$ cat config.mk
export PLATFORM = sky130hd
export DESIGN_NAME = psu_count_monitor
export DESIGN_NICKNAME = d
export VERILOG_FILES = /design/src/rtl/psu_count_monitor.sv
export SDC_FILE = /design/constraint.sdc
export NUM_CORES = 1
export LEC_CHECK = 0
export CORE_UTILIZATION = 56
export DETAILED_ROUTE_END_ITERATION = 10
export PLACE_DENSITY = 0.79
export SYNTH_ARGS = -nofsm -noshare
export SYNTH_HDL_FRONTEND = slang
export SYNTH_SLANG_ARGS = --single-unit
$ cat constraint.sdc
create_clock -name clk -period 3.7 [get_ports clk]
set_input_delay 0.74 -clock clk [delete_from_list [all_inputs] [get_ports clk]]
set_output_delay 0.74 -clock clk [all_outputs]
set_load 0.01 [all_outputs]
$ cat src/rtl/psu_count_monitor.sv
// psu_count_monitor
//
// Consumes the 4-bit free-running binary count of the adjustable-PSU counter
// macro. That count is asynchronous to clk. The block synchronises it,
// de-glitches it and extends it into a wide running total. It also measures
// how many events land in each fixed gate window, which gives the PSU-dependent
// rate.
//
// Ports:
//   clk         system clock
//   reset       asynchronous, active-high reset
//   count_in    raw 4-bit count from the counter macro (asynchronous to clk)
//   clear       synchronous clear of total, rate window and sticky flags
//   total       accumulated event count, modulo 2^TOTAL_W
//   rate        events counted in the last complete gate window (saturating)
//   rate_valid  one-cycle pulse when rate updates
//   step_err    sticky: an accepted increment exceeded MAX_STEP
//   total_ovf   sticky: total wrapped past 2^TOTAL_W-1
//
// Parameters:
//   STABLE_CYCLES  cycles a synchronised value must hold before it is accepted (1..15)
//   GATE_CYCLES    rate window length in clk cycles (2..65535)
//   MAX_STEP       largest legal modulo-16 increment between accepted values
//   TOTAL_W        running total width (>= 4)
//   RATE_W         rate result width (>= 4)

module psu_count_monitor #(
  parameter int STABLE_CYCLES = 2,
  parameter int GATE_CYCLES   = 1000,
  parameter int MAX_STEP      = 4,
  parameter int TOTAL_W       = 16,
  parameter int RATE_W        = 12
) (
  input  logic               clk,
  input  logic               reset,
  input  logic [3:0]         count_in,
  input  logic               clear,
  output logic [TOTAL_W-1:0] total,
  output logic [RATE_W-1:0]  rate,
  output logic               rate_valid,
  output logic               step_err,
  output logic               total_ovf
);

  localparam int                GATE_W     = (GATE_CYCLES > 2) ? $clog2(GATE_CYCLES) : 1;
  localparam logic [GATE_W-1:0] GATE_LAST  = GATE_W'(GATE_CYCLES - 1);
  localparam logic [3:0]        STABLE_C   = 4'(STABLE_CYCLES);
  // A MAX_STEP of 15 or more makes every non-zero increment legal.
  localparam logic [4:0]        MAX_STEP_C = (MAX_STEP >= 15) ? 5'd15 : 5'(MAX_STEP);
  localparam logic [RATE_W-1:0] RATE_MAX   = {RATE_W{1'b1}};

  // Adds a 4-bit delta to the window accumulator. The sum clamps at the
  // largest value that rate can hold.
  function automatic logic [RATE_W-1:0] sat_add(input logic [RATE_W-1:0] acc,
                                                input logic [3:0]        delta);
    logic [RATE_W:0] sum;
    sum = {1'b0, acc} + {{(RATE_W-3){1'b0}}, delta};
    if (sum[RATE_W]) begin
      return RATE_MAX;
    end else begin
      return sum[RATE_W-1:0];
    end
  endfunction

  logic [3:0]        s1_r;
  logic [3:0]        s2_r;
  logic [3:0]        cand_r;
  logic [3:0]        stab_r;
  logic [3:0]        acc_val_r;
  logic              primed_r;
  logic [GATE_W-1:0] gate_cnt_r;
  logic [RATE_W-1:0] win_acc_r;

  logic              accept_s;
  logic [3:0]        delta_s;
  logic              legal_s;
  logic              illegal_s;
  logic [3:0]        legal_delta_s;
  logic [TOTAL_W:0]  total_sum_s;
  logic [RATE_W-1:0] win_next_s;
  logic              gate_end_s;

  // Two-flop synchroniser. The count is binary, so s2_r can briefly show
  // an incoherent mix of old and new bits. The stability filter downstream
  // rejects such a value because it does not persist.
  always_ff @(posedge clk or posedge reset) begin
    if (reset) begin
      s1_r <= 4'd0;
      s2_r <= 4'd0;
    end else begin
      s1_r <= count_in;
      s2_r <= s1_r;
    end
  end

  // Stability filter: restart the hold count whenever the synchronised value
  // changes. Otherwise count up to STABLE_CYCLES and stay there.
  always_ff @(posedge clk or posedge reset) begin
    if (reset) begin
      cand_r <= 4'd0;
      stab_r <= 4'd0;
    end else if (s2_r != cand_r) begin
      cand_r <= s2_r;
      stab_r <= 4'd0;
    end else if (stab_r != STABLE_C) begin
      cand_r <= cand_r;
      stab_r <= stab_r + 4'd1;
    end else begin
      cand_r <= cand_r;
      stab_r <= stab_r;
    end
  end

  // Accept decision and classification of the modulo-16 increment.
  always_comb begin
    accept_s  = (stab_r == STABLE_C) && (cand_r != acc_val_r);
    delta_s   = cand_r - acc_val_r;
    legal_s   = 1'b0;
    illegal_s = 1'b0;
    if (accept_s && primed_r) begin
      if ({1'b0, delta_s} <= MAX_STEP_C) begin
        legal_s = 1'b1;
      end else begin
        illegal_s = 1'b1;
      end
    end else begin
      legal_s   = 1'b0;
      illegal_s = 1'b0;
    end
    legal_delta_s = legal_s ? delta_s : 4'd0;
  end

  // Last accepted value. The first accept after reset only establishes the
  // baseline, because the counter value at reset is unknown. clear has no
  // effect here, so the value stays tracked across a clear.
  always_ff @(posedge clk or posedge reset) begin
    if (reset) begin
      acc_val_r <= 4'd0;
      primed_r  <= 1'b0;
    end else if (accept_s) begin
      acc_val_r <= cand_r;
      primed_r  <= 1'b1;
    end else begin
      acc_val_r <= acc_val_r;
      primed_r  <= primed_r;
    end
  end

  // Running-total adder. The extra top bit is the wrap-around carry.
  always_comb begin
    total_sum_s = {1'b0, total} + {{(TOTAL_W-3){1'b0}}, legal_delta_s};
  end

  // Running total and sticky flags. clear wins, so a delta accepted in the
  // same cycle as clear is dropped.
  always_ff @(posedge clk or posedge reset) begin
    if (reset) begin
      total     <= '0;
      total_ovf <= 1'b0;
      step_err  <= 1'b0;
    end else if (clear) begin
      total     <= '0;
      total_ovf <= 1'b0;
      step_err  <= 1'b0;
    end else begin
      if (legal_s) begin
        total     <= total_sum_s[TOTAL_W-1:0];
        total_ovf <= total_ovf | total_sum_s[TOTAL_W];
      end else begin
        total     <= total;
        total_ovf <= total_ovf;
      end
      step_err <= step_err | illegal_s;
    end
  end

  // Next window accumulator value and end-of-window detection.
  always_comb begin
    win_next_s = sat_add(win_acc_r, legal_delta_s);
    gate_end_s = (gate_cnt_r == GATE_LAST);
  end

  // Gate window. The delta that lands on the last cycle of a window still
  // belongs to that window, so it is folded into the published rate.
  always_ff @(posedge clk or posedge reset) begin
    if (reset) begin
      gate_cnt_r <= '0;
      win_acc_r  <= '0;
      rate       <= '0;
      rate_valid <= 1'b0;
    end else if (clear) begin
      gate_cnt_r <= '0;
      win_acc_r  <= '0;
      rate       <= rate;
      rate_valid <= 1'b0;
    end else if (gate_end_s) begin
      gate_cnt_r <= '0;
      win_acc_r  <= '0;
      rate       <= win_next_s;
      rate_valid <= 1'b1;
    end else begin
      gate_cnt_r <= gate_cnt_r + GATE_W'(1);
      win_acc_r  <= win_next_s;
      rate       <= rate;
      rate_valid <= 1'b0;
    end
  end

endmodule

==> out/qor.yml, run 1 <==
grt_busiest_layer: "met2"
setup.reg_to_reg.worst_slack_ns: 0.25
design.core.area_mm2: 0.006061
synthArstFlopShare_pct: 100.0
crit_fanout: 5
slew-limit-headroom_pct: 45.77
critPathLaunchType: "flop"
leakage_nw: 1.912
grt_max_degree: 39
dpl.hpwl_mm: 4.876
power.density_mw_per_mm2: 363.2
max-cap-violations: 0
die_area_mm2: 0.006721
synth_warnings: 0
firstDrtPassIters: 4
htreeDepth: 3
synth.avg_cell_area_um2: 9.951
reg2regPathDepth: 14
detail_route.drc_violations: 0
wl_per_cell_um: 14.32
ios: 38
grt_antenna_before_repair: 0
drt-initial-drc-count: 166
tightestPinTransition_ns: 0.8134
crit_arrival_ns: 3.71
critPathRequiredTime_ns: 3.96
finalMaxSlewViolations: 0
overflow: 0
regToRegEndpoint: "rate[9]"
final_common_cell: "sky130_fd_sc_hd__dfrtp_1"
grt_setup_unrepaired: "false"
via_count_of_the_first_global_routing_pass: 2627
grt_use_met2_pct: 39.34
timing_hold_violations_final: 0
synth-edff-count: 0
antenna_cells: 0
row_count: 28
die_w_um: 81.98
achievable-frequency_ghz: 0.2901
final_nets: 425
ant_nets: 0
flow.area_growth_from_synthesis_pct: 18.23
worst-setup-path-type: "reg -> reg"
synth-seq-cells: 74
hold_path.class: "reg -> reg"
gr-usage-met3_pct: 6.000
met1_usage_pct: 28.54
distinct_cell_type_count_of_the_synthesized_netlist: 51
outcome: "finished clean"
totalPowerFinal_mw: 1.538
wirelength_mm: 6.901
setup-tns-final_ns: 0
tritoncts_clock_tree: "done"
io_buffers: 37
detailroute.via_count: 2718
drive_gt1_share_pct: 7.862
finalCritPeriodShare_pct: 93.17
die-height_um: 81.98
synth.yosys.seq_area_share_pct: 51.69
insertion_delay_ns: 0.35
post_synthesis_cell_area_mm2: 0.003582
timing.hold.worst_endpoint: "s2_r[3]"
cp-end-kind: "flop"
period_minus_slack_ns: 3.447
cts.root.buffer_cell: "sky130_fd_sc_hd__clkbuf_8"
clock_path_buffers: 2
grt_first_pass_wirelength_mm: 11.59
hold_depth: 0
layout.cells.most_common_list: "74 x sky130_fd_sc_hd__dfrtp_1, 55 x sky130_fd_sc_hd__nor2_1, 42 x sky130_fd_sc_hd__nand2_1, 37 x sky130_fd_sc_hd__clkdlybuf4s50_1, 20 x sky130_fd_sc_hd__xnor2_1"
synth_ff_type: "sky130_fd_sc_hd__dfrtp_1"
cts-buffers-inserted: 9
finalWeightedCongestion: 0.9264
floorplan.initialDensity_pct: 59.10
clk_pin_slew_worst_paths_ns: 0.08
power.ir.vdd_worst_v: 0.0003170
finalClockSkew_ns: 0.01178
grt_usage_pct: 23.33
timing.hold.worst.start: "s1_r[3]"
clock_sink_count: 74
synthesis.instances: 360
setup_viol: 0
critical_path.reg2reg.startpoint: "cand_r[0]"
via_per_inst: 5.639
==> layer usage <==
metal | share of wire, % | up-vias
li1 | - | 1318
met1 | 46 | 1334
met2 | 48 | 57
met3 | 4.2 | 9
met4 | 1.5 | 0
met5 | 0 | -
==> cell families after synthesis <==
kind of cell | after synthesis | share of synthesized area (%)
and+or+nand+nor | 149 | 19.63
AOI/OAI and AO/OA | 62 | 11.35
other | 1 | 0.1047
adders and majority gates | 15 | 5.449
DFF | 74 | 51.69
xor gates and xnor gates | 32 | 7.824
muxes | 6 | 1.746
buffers and inverters | 21 | 2.200
==> synth_stat cells, drive strengths merged (3+ instances only) <==
master	n	area share, %
inv	9	0.94
a211oi	4	1.2
clkbuf	11	1.2
nand3	7	0.98
nand2b	3	0.52
o21ai	19	2.7
nand4	4	0.70
a21oi	18	2.6
xnor2	21	5.1
dfrtp	74	52
xor2	11	2.7
a21o	5	1.0
nand2	42	4.4
nor3b	3	0.63
or3	5	1.0
and3	8	1.4
nor2	56	5.9
nor3	7	0.98
ha	14	4.9
mux2i	4	1.1
==> report_power, final <==
group          total, mW  switching, mW  internal (mW)
clock network      0.545          0.286          0.259
logic              0.148         0.0874         0.0602
registers          0.845         0.0146          0.831
total               1.54          0.388           1.15
==> critical path, stage by stage (launching register included) <==
cell and delay (ns):
sky130_fd_sc_hd__dfrtp_1 0.36, sky130_fd_sc_hd__inv_1 0.06, sky130_fd_sc_hd__ha_1 0.21, sky130_fd_sc_hd__fa_1 0.53
sky130_fd_sc_hd__nand2_1 0.09, sky130_fd_sc_hd__a21o_1 0.21, sky130_fd_sc_hd__a21oi_1 0.14, sky130_fd_sc_hd__and2_1 0.18
sky130_fd_sc_hd__ha_1 0.30, sky130_fd_sc_hd__and3_1 0.22, sky130_fd_sc_hd__nor3_1 0.16, sky130_fd_sc_hd__a21boi_0 0.41
sky130_fd_sc_hd__or3_1 0.20, sky130_fd_sc_hd__nor2_1 0.07, sky130_fd_sc_hd__o31ai_2 0.24
==> metrics by stage <==
stage	instances	worst slack, ns	instance area [um^2]	util (%)	hold slack (ns)
after floorplan	361	0.3628	3586	-	0.3312
after global placement	466	0.3322	4055	66.91	0.3325
after detailed placement	466	0.1793	4055	66.91	0.3401
after CTS	481	0.1441	4218	69.59	0.3468
after global routing	482	0.03291	4235	69.88	0.3608
final	482	0.2526	4235	69.88	0.3461
==> worst max-delay path by stage <==
stage / from / end / slack, ns / depth (start not counted)
after floorplan: cand_r[0] / rate[9] / 0.36 / 14
after global placement: cand_r[0] / win_acc_r[9] / 0.33 / 15
after detailed placement: cand_r[0] / win_acc_r[9] / 0.18 / 15
after CTS: cand_r[0] / win_acc_r[9] / 0.14 / 15
after global routing: cand_r[0] / rate[9] / 0.03 / 14
final: cand_r[0] / rate[9] / 0.25 / 14
==> sequential cells by signal, summed over array words and instances (netlist names) <==
signal	cells
rate_valid	1
rate	12
gate_cnt_r	10
win_acc_r	12
step_err	1
s2_r	4
primed_r	1
stab_r	4
cand_r	4
total_ovf	1
total	16
acc_val_r	4
s1_r	4
==> final cells by class <==
| type | count | area (um^2) |
|---|---|---|
| well taps | 75 | 93.84 |
| repair buffers | 43 | 427.9 |
| clock inverters | 2 | 13.76 |
| clock buffers | 13 | 148.9 |
| fillers | 456 | 1826 |
| flip-flops and latches | 74 | 1852 |
| multi-input cells | 266 | 1665 |
| inverters | 9 | 33.78 |
==> timing repair <==
item	CTS	global route
hold buffers	0	0
buffers inserted	0	1
setup endpoints to repair	0	8
resized for setup	0	2
Note: power is estimated with default switching activity, not from simulation.
==> run 2, diff against run 1 <==
Settings changed: CORE_ASPECT_RATIO set to 1.25, PLACE_DENSITY 0.79 to unset, PLACE_DENSITY_LB_ADDON set to 0.25.
==> run 2 against run 1 <==
Flip-flop and latch count unchanged. Fmax decreased by 1.4%. Global-route usage decreased by 1.2 points. Via count decreased by 1.6%.
==> out/qor.yml, run 2 (synthesis results as in run 1) <==
clock_sink_count: 74  # unchanged
outcome: "finished clean"  # unchanged
power.ir.vdd_worst_v: 0.0002375  # was 0.0003170 V
antenna_cells: 0  # unchanged
critPathRequiredTime_ns: 3.95  # was 3.96 ns
drt-initial-drc-count: 123  # was 166
number_of_flip_flops_in_the_largest_register: 16  # unchanged
die-height_um: 91.42  # was 81.98 um
cts_hold_buf: 0  # unchanged
finalClockSkew_ns: 0.007330  # was 0.01178 ns
firstDrtPassIters: 5  # was 4
die_area_mm2: 0.006723  # was 0.006721 mm^2
tritoncts_clock_tree: "done"  # unchanged
critical_path.endpoint: "rate[9]"  # unchanged
layout_top_registers: "total x16, rate x12, win_acc_r x12"  # unchanged
final_common_cell: "sky130_fd_sc_hd__dfrtp_1"  # unchanged
clock_path_buffers: 2  # unchanged
crit_arrival_ns: 3.75  # was 3.71 ns
flow.area_growth_from_synthesis_pct: 19.66  # was 18.23%
cts-buffers-inserted: 9  # unchanged
wirelength_mm: 6.671  # was 6.901 mm
ios: 38  # unchanged
achievable-frequency_ghz: 0.2861  # was 0.2901 GHz
overflow: 0  # unchanged
slew-limit-headroom_pct: 48.47  # was 45.77%
largest-register: "total"  # unchanged
row_count: 32  # was 28
tightestPinTransition_ns: 0.7719  # was 0.8134 ns
floorplan.initialDensity_pct: 58.10  # was 59.10%
design.core.area_mm2: 0.006166  # was 0.006061 mm^2
via_count_of_the_first_global_routing_pass: 2602  # was 2,627
fin_ws_ns: 0.2050  # was 0.2526 ns
grt_first_pass_wirelength_mm: 11.48  # was 11.59 mm
finalWeightedCongestion: 0.9147  # was 0.9264
grt_max_degree: 39  # unchanged
regToRegEndpoint: "rate[9]"  # unchanged
ant_nets: 0  # unchanged
timing.critical_path.from: "cand_r[0]"  # unchanged
insertion_delay_ns: 0.34  # was 0.35 ns
totalPowerFinal_mw: 1.589  # was 1.538 mW
clk_pin_slew_worst_paths_ns: 0.07  # was 0.08 ns
period_minus_slack_ns: 3.495  # was 3.447 ns
io_buffers: 37  # unchanged
max-cap-violations: 0  # unchanged
crit_fanout: 5  # unchanged
grt_usage_pct: 22.17  # was 23.33%
timing_hold_violations_final: 0  # unchanged
finalMaxSlewViolations: 0  # unchanged
critPathLaunchType: "flop"  # unchanged
cts.root.buffer_cell: "sky130_fd_sc_hd__clkbuf_8"  # unchanged
dpl.hpwl_mm: 4.685  # was 4.876 mm
hold_path.class: "reg -> reg"  # unchanged
layout.cells.most_common_list: "74 x sky130_fd_sc_hd__dfrtp_1, 55 x sky130_fd_sc_hd__nor2_1, 42 x sky130_fd_sc_hd__nand2_1, 37 x sky130_fd_sc_hd__clkdlybuf4s50_1, 20 x sky130_fd_sc_hd__xnor2_1"  # unchanged
setup.reg_to_reg.worst_slack_ns: 0.20  # was 0.25 ns
finalCritPeriodShare_pct: 94.46  # was 93.17%
detailroute.via_count: 2675  # was 2,718
detail_route.drc_violations: 0  # unchanged
post-place-ws_ns: 0.1404  # was 0.1793 ns
reg2regPathDepth: 14  # unchanged
leakage_nw: 1.930  # was 1.912 nW
setup_viol: 0  # unchanged
drive_gt1_share_pct: 9.069  # was 7.862%
power.density_mw_per_mm2: 370.6  # was 363.2 mW/mm^2
wl_per_cell_um: 13.53  # was 14.32 um
grt_antenna_before_repair: 0  # unchanged
via_per_inst: 5.426  # was 5.639
die_w_um: 73.54  # was 81.98 um
worst-setup-path-type: "reg -> reg"  # unchanged
htreeDepth: 3  # unchanged
final_nets: 426  # was 425
cp-end-kind: "flop"  # unchanged
critical_path.reg2reg.startpoint: "cand_r[0]"  # unchanged
final_util_pct: 69.52  # was 69.88%
setup-tns-final_ns: 0  # unchanged
run 2: final cells by class:
type / count / area, um^2
flip-flops and latches: 74 / 1852
clock buffers: 10 / 127.6
fillers: 509 / 1879
clock inverters: 5 / 56.30
well taps: 85 / 106.4
inverters: 9 / 33.78
multi-input cells: 266 / 1675
repair buffers: 44 / 435.4
run 2: metal layers:
layer	routed length [um]	track usage, %	vias up
met5	0	0	-
met4	91	7.853	0
met3	195	4.772	8
met2	3365	36.77	46
met1	3018	28.19	1299
li1	-	-	1322
run 2: power breakdown:
part / internal, mW / switching (mW) / total [mW]
sequential: 0.831 / 0.0152 / 0.846
clock: 0.307 / 0.287 / 0.593
combinational: 0.0588 / 0.0905 / 0.149
total: 1.20 / 0.392 / 1.59
run 2: through the flow:
step / std cells / cell area, um^2 / hold WS [ns]
after floorplan: 361 / 3586 / 0.3312
after global placement: 475 / 4060 / 0.3323
after detailed placement: 475 / 4060 / 0.3358
after CTS: 490 / 4244 / 0.3518
after global routing: 493 / 4287 / 0.3666
final: 493 / 4287 / 0.3486
run 2: worst min-delay path by stage:
| stage | from | end | slack [ns] | depth (start not counted) |
|---|---|---|---|---|
| global placement | s1_r[1] | s2_r[1] | 0.33 | 0 |
| detailed placement | s1_r[0] | s2_r[0] | 0.34 | 0 |
| finish | s1_r[1] | s2_r[1] | 0.35 | 0 |
| global route | s1_r[1] | s2_r[1] | 0.37 | 0 |
| floorplan | s1_r[0] | s2_r[0] | 0.33 | 0 |
| CTS | s1_r[1] | s2_r[1] | 0.35 | 0 |
run 2: timing repair:
| action | in CTS | in global routing |
|---|---|---|
| buffers inserted | 0 | 3 |
| endpoints found under the setup margin | 0 | 12 |
| gates resized for setup | 0 | 4 |
run 2: critical path, stage by stage, from the launching register on:
cell,delay [ns]
sky130_fd_sc_hd__dfrtp_1,0.36
sky130_fd_sc_hd__inv_1,0.06
sky130_fd_sc_hd__ha_1,0.22
sky130_fd_sc_hd__fa_1,0.53
sky130_fd_sc_hd__nand2_1,0.10
sky130_fd_sc_hd__a21o_1,0.22
sky130_fd_sc_hd__a21oi_1,0.18
sky130_fd_sc_hd__and2_1,0.21
sky130_fd_sc_hd__ha_1,0.30
sky130_fd_sc_hd__and3_1,0.22
sky130_fd_sc_hd__nor3_1,0.18
sky130_fd_sc_hd__a21boi_0,0.35
sky130_fd_sc_hd__or3_1,0.19
sky130_fd_sc_hd__nor2_1,0.07
sky130_fd_sc_hd__o31ai_2,0.22
==> run 3, diff against run 2 <==
Settings changed: ABC_CLOCK_PERIOD_IN_PS set to 3700.
==> results of run 3 <==
No change in the layout: final DEF, timing and power equal those of run 2.
